## src/rtl/mem_arbiter.sv

```systemverilog
// mem_arbiter: two-port round-robin arbiter and sequencer for the shared memory.
// Port 0 is instruction fetch and port 1 is load/store. Each access is granted,
// issued with a one-cycle mem_start pulse, waited on until mem_ready (or a timeout),
// and completed with a one-cycle done pulse to the winning port.
// Ports:
//   clk, reset                     clock and synchronous active-high reset
//   req*/addr*/wdata*/rwn*         per-port request level and access fields
//   done*/rdata*/err*              per-port completion pulse, read data and timeout flag
//   mem_address/mem_data_in/mem_rwn/mem_start   memory command outputs
//   mem_data_out/mem_ready         memory read data and ready (low while busy)
module mem_arbiter #(
  parameter int unsigned TIMEOUT = 15
) (
  input  logic        clk,
  input  logic        reset,
  input  logic        req0,
  input  logic [31:0] addr0,
  input  logic [31:0] wdata0,
  input  logic        rwn0,
  input  logic        req1,
  input  logic [31:0] addr1,
  input  logic [31:0] wdata1,
  input  logic        rwn1,
  output logic        done0,
  output logic [31:0] rdata0,
  output logic        err0,
  output logic        done1,
  output logic [31:0] rdata1,
  output logic        err1,
  output logic [31:0] mem_address,
  output logic [31:0] mem_data_in,
  output logic        mem_rwn,
  output logic        mem_start,
  input  logic [31:0] mem_data_out,
  input  logic        mem_ready
);

  localparam int unsigned CW = 8;

  typedef enum logic [1:0] {IDLE, ISSUE, WAIT, DONE} state_t;

  state_t          state, state_nxt;
  logic            gnt, gnt_nxt;
  logic            last, last_nxt;
  logic [CW-1:0]   cnt, cnt_nxt;
  logic [CW-1:0]   cnt_inc;
  logic            win;
  logic            done0_nxt, done1_nxt, err0_nxt, err1_nxt;
  logic [31:0]     rdata0_nxt, rdata1_nxt;
  logic [31:0]     mem_address_nxt, mem_data_in_nxt;
  logic            mem_rwn_nxt, mem_start_nxt;

  // Round-robin pick: a lone request wins; on a tie the port not served last wins.
  assign win     = (req0 && req1) ? ~last : req1;
  assign cnt_inc = cnt + CW'(1);

  // Next-state and registered-output values.
  always_comb begin
    state_nxt       = state;
    gnt_nxt         = gnt;
    last_nxt        = last;
    cnt_nxt         = cnt;
    done0_nxt       = 1'b0;
    done1_nxt       = 1'b0;
    err0_nxt        = err0;
    err1_nxt        = err1;
    rdata0_nxt      = rdata0;
    rdata1_nxt      = rdata1;
    mem_address_nxt = mem_address;
    mem_data_in_nxt = mem_data_in;
    mem_rwn_nxt     = mem_rwn;
    mem_start_nxt   = 1'b0;

    case (state)
      IDLE: begin
        // The command fields double as the latched request; they hold until the next grant.
        if (mem_ready && (req0 || req1)) begin
          gnt_nxt         = win;
          mem_address_nxt = win ? addr1  : addr0;
          mem_data_in_nxt = win ? wdata1 : wdata0;
          mem_rwn_nxt     = win ? rwn1   : rwn0;
          mem_start_nxt   = 1'b1;
          state_nxt       = ISSUE;
        end
      end
      ISSUE: begin
        cnt_nxt   = '0;
        state_nxt = WAIT;
      end
      WAIT: begin
        cnt_nxt = cnt_inc;
        if (mem_ready) begin
          state_nxt = DONE;
          if (gnt) begin
            done1_nxt = 1'b1;
            err1_nxt  = 1'b0;
            if (mem_rwn) rdata1_nxt = mem_data_out;
          end else begin
            done0_nxt = 1'b1;
            err0_nxt  = 1'b0;
            if (mem_rwn) rdata0_nxt = mem_data_out;
          end
        end else if (cnt_inc == CW'(TIMEOUT)) begin
          // Abandon the access; rdata keeps its previous value.
          state_nxt = DONE;
          if (gnt) begin
            done1_nxt = 1'b1;
            err1_nxt  = 1'b1;
          end else begin
            done0_nxt = 1'b1;
            err0_nxt  = 1'b1;
          end
        end
      end
      DONE: begin
        last_nxt  = gnt;
        state_nxt = IDLE;
      end
      default: state_nxt = IDLE;
    endcase
  end

  // State and output registers.
  always_ff @(posedge clk) begin
    if (reset) begin
      state       <= IDLE;
      gnt         <= 1'b0;
      last        <= 1'b1;
      cnt         <= '0;
      done0       <= 1'b0;
      done1       <= 1'b0;
      err0        <= 1'b0;
      err1        <= 1'b0;
      rdata0      <= '0;
      rdata1      <= '0;
      mem_address <= '0;
      mem_data_in <= '0;
      mem_rwn     <= 1'b1;
      mem_start   <= 1'b0;
    end else begin
      state       <= state_nxt;
      gnt         <= gnt_nxt;
      last        <= last_nxt;
      cnt         <= cnt_nxt;
      done0       <= done0_nxt;
      done1       <= done1_nxt;
      err0        <= err0_nxt;
      err1        <= err1_nxt;
      rdata0      <= rdata0_nxt;
      rdata1      <= rdata1_nxt;
      mem_address <= mem_address_nxt;
      mem_data_in <= mem_data_in_nxt;
      mem_rwn     <= mem_rwn_nxt;
      mem_start   <= mem_start_nxt;
    end
  end

endmodule

```

## config.mk

```make
export PLATFORM = sky130hd
export DESIGN_NAME = mem_arbiter
export DESIGN_NICKNAME = d
export VERILOG_FILES = /design/src/rtl/mem_arbiter.sv
export SDC_FILE = /design/constraint.sdc
export NUM_CORES = 1
export LEC_CHECK = 0
export BUFFER_PORTS_ARGS = -buffer_cell sky130_fd_sc_hd__clkbuf_2
export CORE_ASPECT_RATIO = 1.25
export CORE_UTILIZATION = 42
export DETAILED_ROUTE_END_ITERATION = 7
export PLACE_DENSITY = 0.82
export SYNTH_ARGS = -nofsm -noshare
export SYNTH_HDL_FRONTEND = slang
export SYNTH_SLANG_ARGS = --single-unit
```

## constraint.sdc

```tcl
create_clock -name clk -period 1.4 [get_ports clk]
set_input_delay 0.21 -clock clk [delete_from_list [all_inputs] [get_ports clk]]
set_output_delay 0.21 -clock clk [all_outputs]
set_load 0.05 [all_outputs]
```

==> flow_summary_export.csv <==
group,metric,value,unit
clock_network,cts.sinks,146,
clock_network,clk_pin_slew_worst_paths,0.06,ns
yosys,synth_area_leaders,"dfxtp_1 (47%), mux2i_1 (11%), a211oi_2 (10%)",
yosys,syn_area,0.006193,mm²
sta,layout_setup_ws,-0.1701,ns
finish,syn_to_final_growth,55.86,%
die,start_util,0.4299,
route,wl_per_cell,16.83,µm
finish,drive_gt1_frac,0.5414,
die,die_h,137.8,µm
yosys,ys.flop_type,"dfxtp_1",
global_routing,grt_pass1_vias,6074,
power,cellPowerDensity,1730,mW/mm²
route,route.vias.total,6327,
yosys,synth.most_common_cell,"dfxtp_1",
critical_path,worstPathRequired,1.70,ns
clock_network,ctsHoldBuffers,0,
global_routing,grt-ovfl-total,0,
die,row_count,49,
yosys,synth_seq_cells,146,
route,wl,20.31,mm
clock_network,clockBufferDepth,2,
sta,fin_crit,1.570,ns
route,drc_errors,0,
route,antenna_left,0,
critical_path,worstSetupPathType,"flip-flop to flip-flop",
die,die_area,0.01524,mm²
power,vdd_drop_max,1162,µV
place,port_buffers,300,
route,via_per_inst,5.242,
run_status,violations,"negative setup slack",
clock_network,htreeDepth,4,
clock_network,tritoncts,"built",
power,p_leak,0.004218,µW
route,firstDrtPassIters,5,
yosys,syn_nets,847,
worst_hold_path,hold_path.class,"primary input to flip-flop",
global_routing,grt_antenna_before_repair,5,
global_routing,grt_pass1_wl,29.55,mm
finish,register_area,0.002933,mm²
finish,multi_input_area,0.003461,mm²
sta,setup_viol,72,
clock_network,clk_latency,0.41,ns
run,maxCapViolations,0,
critical_path,start_kind,"flip-flop",
sta,final_max_slew_viol_count,0,
critical_path,crit_arrival,1.87,ns
route,detail_route.iter0.violations,275,
place,place_hpwl,13.56,mm
yosys,yosys-top-cells-count,"dfxtp_1 (146), nand2_1 (137), a21oi_1 (75), nor2_1 (74), mux2i_1 (66)",
yosys,synthDistinctLibCells,39,
sta,clock_skew,0.006442,ns
finish,nets,1187,
run_status,status,"finished with violations",
sta,maxSlewHeadroom,0.6306,
die,die-width,110.6,µm
sta,fin_crit_sh,1.122,
place,gp_congestion,0.8430,
global_routing,track_usage,0.2464,
die,pin_count,301,
clock_network,cts_made_buffers,17,
critical_path,slowest_stage,"dfxtp_2",
sta,tns,-2.110,ns
yosys,ys_async_sr_fraction,0,
finish,fillers,1084,
yosys,syn_avg_cell_area,9.189,µm²
critical_path,slowest_delay,0.33,ns
place,dp_slack,-0.1027,ns
clock_network,root_buffer,"clkbuf_16",
finish,utilization,0.6700,
yosys,synth_top_area_frac,0.4719,
sta,hold_viol,0,
critical_path,crit_fanout,7,
global_routing,grt_max_degree,54,
yosys,ys_seq_area_frac,0.4719,
finish,final_area,0.009653,mm²
yosys,yosys_warnings,0,
sta,rsz0062_at_grt,"true",
yosys,synth.largest_area_cell,"dfxtp_1",
sta,whs,0.02392,ns
yosys,synth_edf_count,0,
yosys,syn_inst,674,
place,post_dp_cell_area,0.008247,mm²
sta,worstMarginPinSlew,0.5541,ns
die,coreArea,0.01441,mm²
critical_path,cp-end-kind,"flip-flop",
critical_path,crit_chain,"inv_4 > ha_4 > buf_6 > clkinvlp_4 > nor2_2 > a31oi_1 > a211oi_1",
sta,fmax,636.9,MHz
## sequential cells by signal, indices dropped and copies added (netlist names), 2 cells and up
signal and cells:
mem_address 32, mem_data_in 32, rdata0 32, rdata1 32
cnt 8, state 2
## kinds of logic after synthesis
kind of cell	after synthesis	share of synthesized area
AND/OR/NAND/NOR	236	0.1543
adder cells (fa/ha/maj)	6	0.01212
XOR/XNOR	2	0.002829
AO/OA/AOI/OAI	159	0.2032
flip-flops	146	0.4719
buffers and inverters	59	0.04889
multiplexers	66	0.1067
## layer usage
layer / vias up / global-route usage / wire [µm]
li1: 3024 / - / -
met1: 2986 / 0.2540 / 7556
met2: 272 / 0.4465 / 10630
met3: 39 / 0.09371 / 1655
met4: 6 / 0.1081 / 424
met5: - / 0 / 38
## layout make-up
type | instances | share of cell area
clock inverter | 12 | 0.01620
timing repair buffer | 373 | 0.2476
antenna | 2 | 0.0005185
clock buffer | 20 | 0.04627
inverter | 7 | 0.004018
multi-input combinational | 469 | 0.3585
sequential | 146 | 0.3038
tap | 178 | 0.02307
## power by group
group	internal (µW)	leakage, µW	switching (µW)	total [µW]
combinational	2530	0.00274	4410	6940
sequential	4780	0.00119	354	5130
clock	2860	0.000283	1780	4640
## placed cells by master, fill, tap and decap left out, drive strengths merged, types with 2 or more instances in the layout
cell        n
clkbuf    321
o21ai       5
clkinv      3
o21a        2
nor2       75
a211oi     67
buf        70
nand4       2
a311oi      2
nand2     137
ha          6
nand3       4
bufbuf      2
or3         3
a211o       2
a21oi      75
inv         7
a41oi       2
nand2b      5
a31oi       2
nor4        3
diode       2
bufinv      3
dfxtp     146
mux2i      66
clkinvlp    6
## path summary, 6_finish.rpt
check | cells past startpoint | end | slack [ns] | startpoint
worst min-delay path | 3 | rdata0[17] | 0.02 | mem_data_out[17]
worst min register to register | 2 | rdata1[17] | 0.45 | rdata1[17]
worst max-delay path | 7 | err0 | -0.17 | state[0]
worst max register to register | 7 | err0 | -0.17 | state[0]
## metrics by stage
step	total power (µW)	cells
after floorplan	9355	674
after global placement	10940	1157
after detailed placement	11100	1157
after CTS	16420	1197
after global routing	17400	1205
final	16700	1207
## timing repair
item                                    4_1_cts  5_1_grt
endpoints found under the setup margin      128      137
gates cloned                                  4        2
buffers inserted                              4        7
resized for setup                            50       92
pin swaps                                     8       34
## worst max-delay path, delay by kind of cell (launching register included)
kind	cells	cell delay, ns
compound gates	2	0.42
fa+ha+maj	1	0.21
buf+inv	3	0.36
flops	1	0.33
simple gates	1	0.13
No activity file was read; power rests on OpenSTA's default activity.
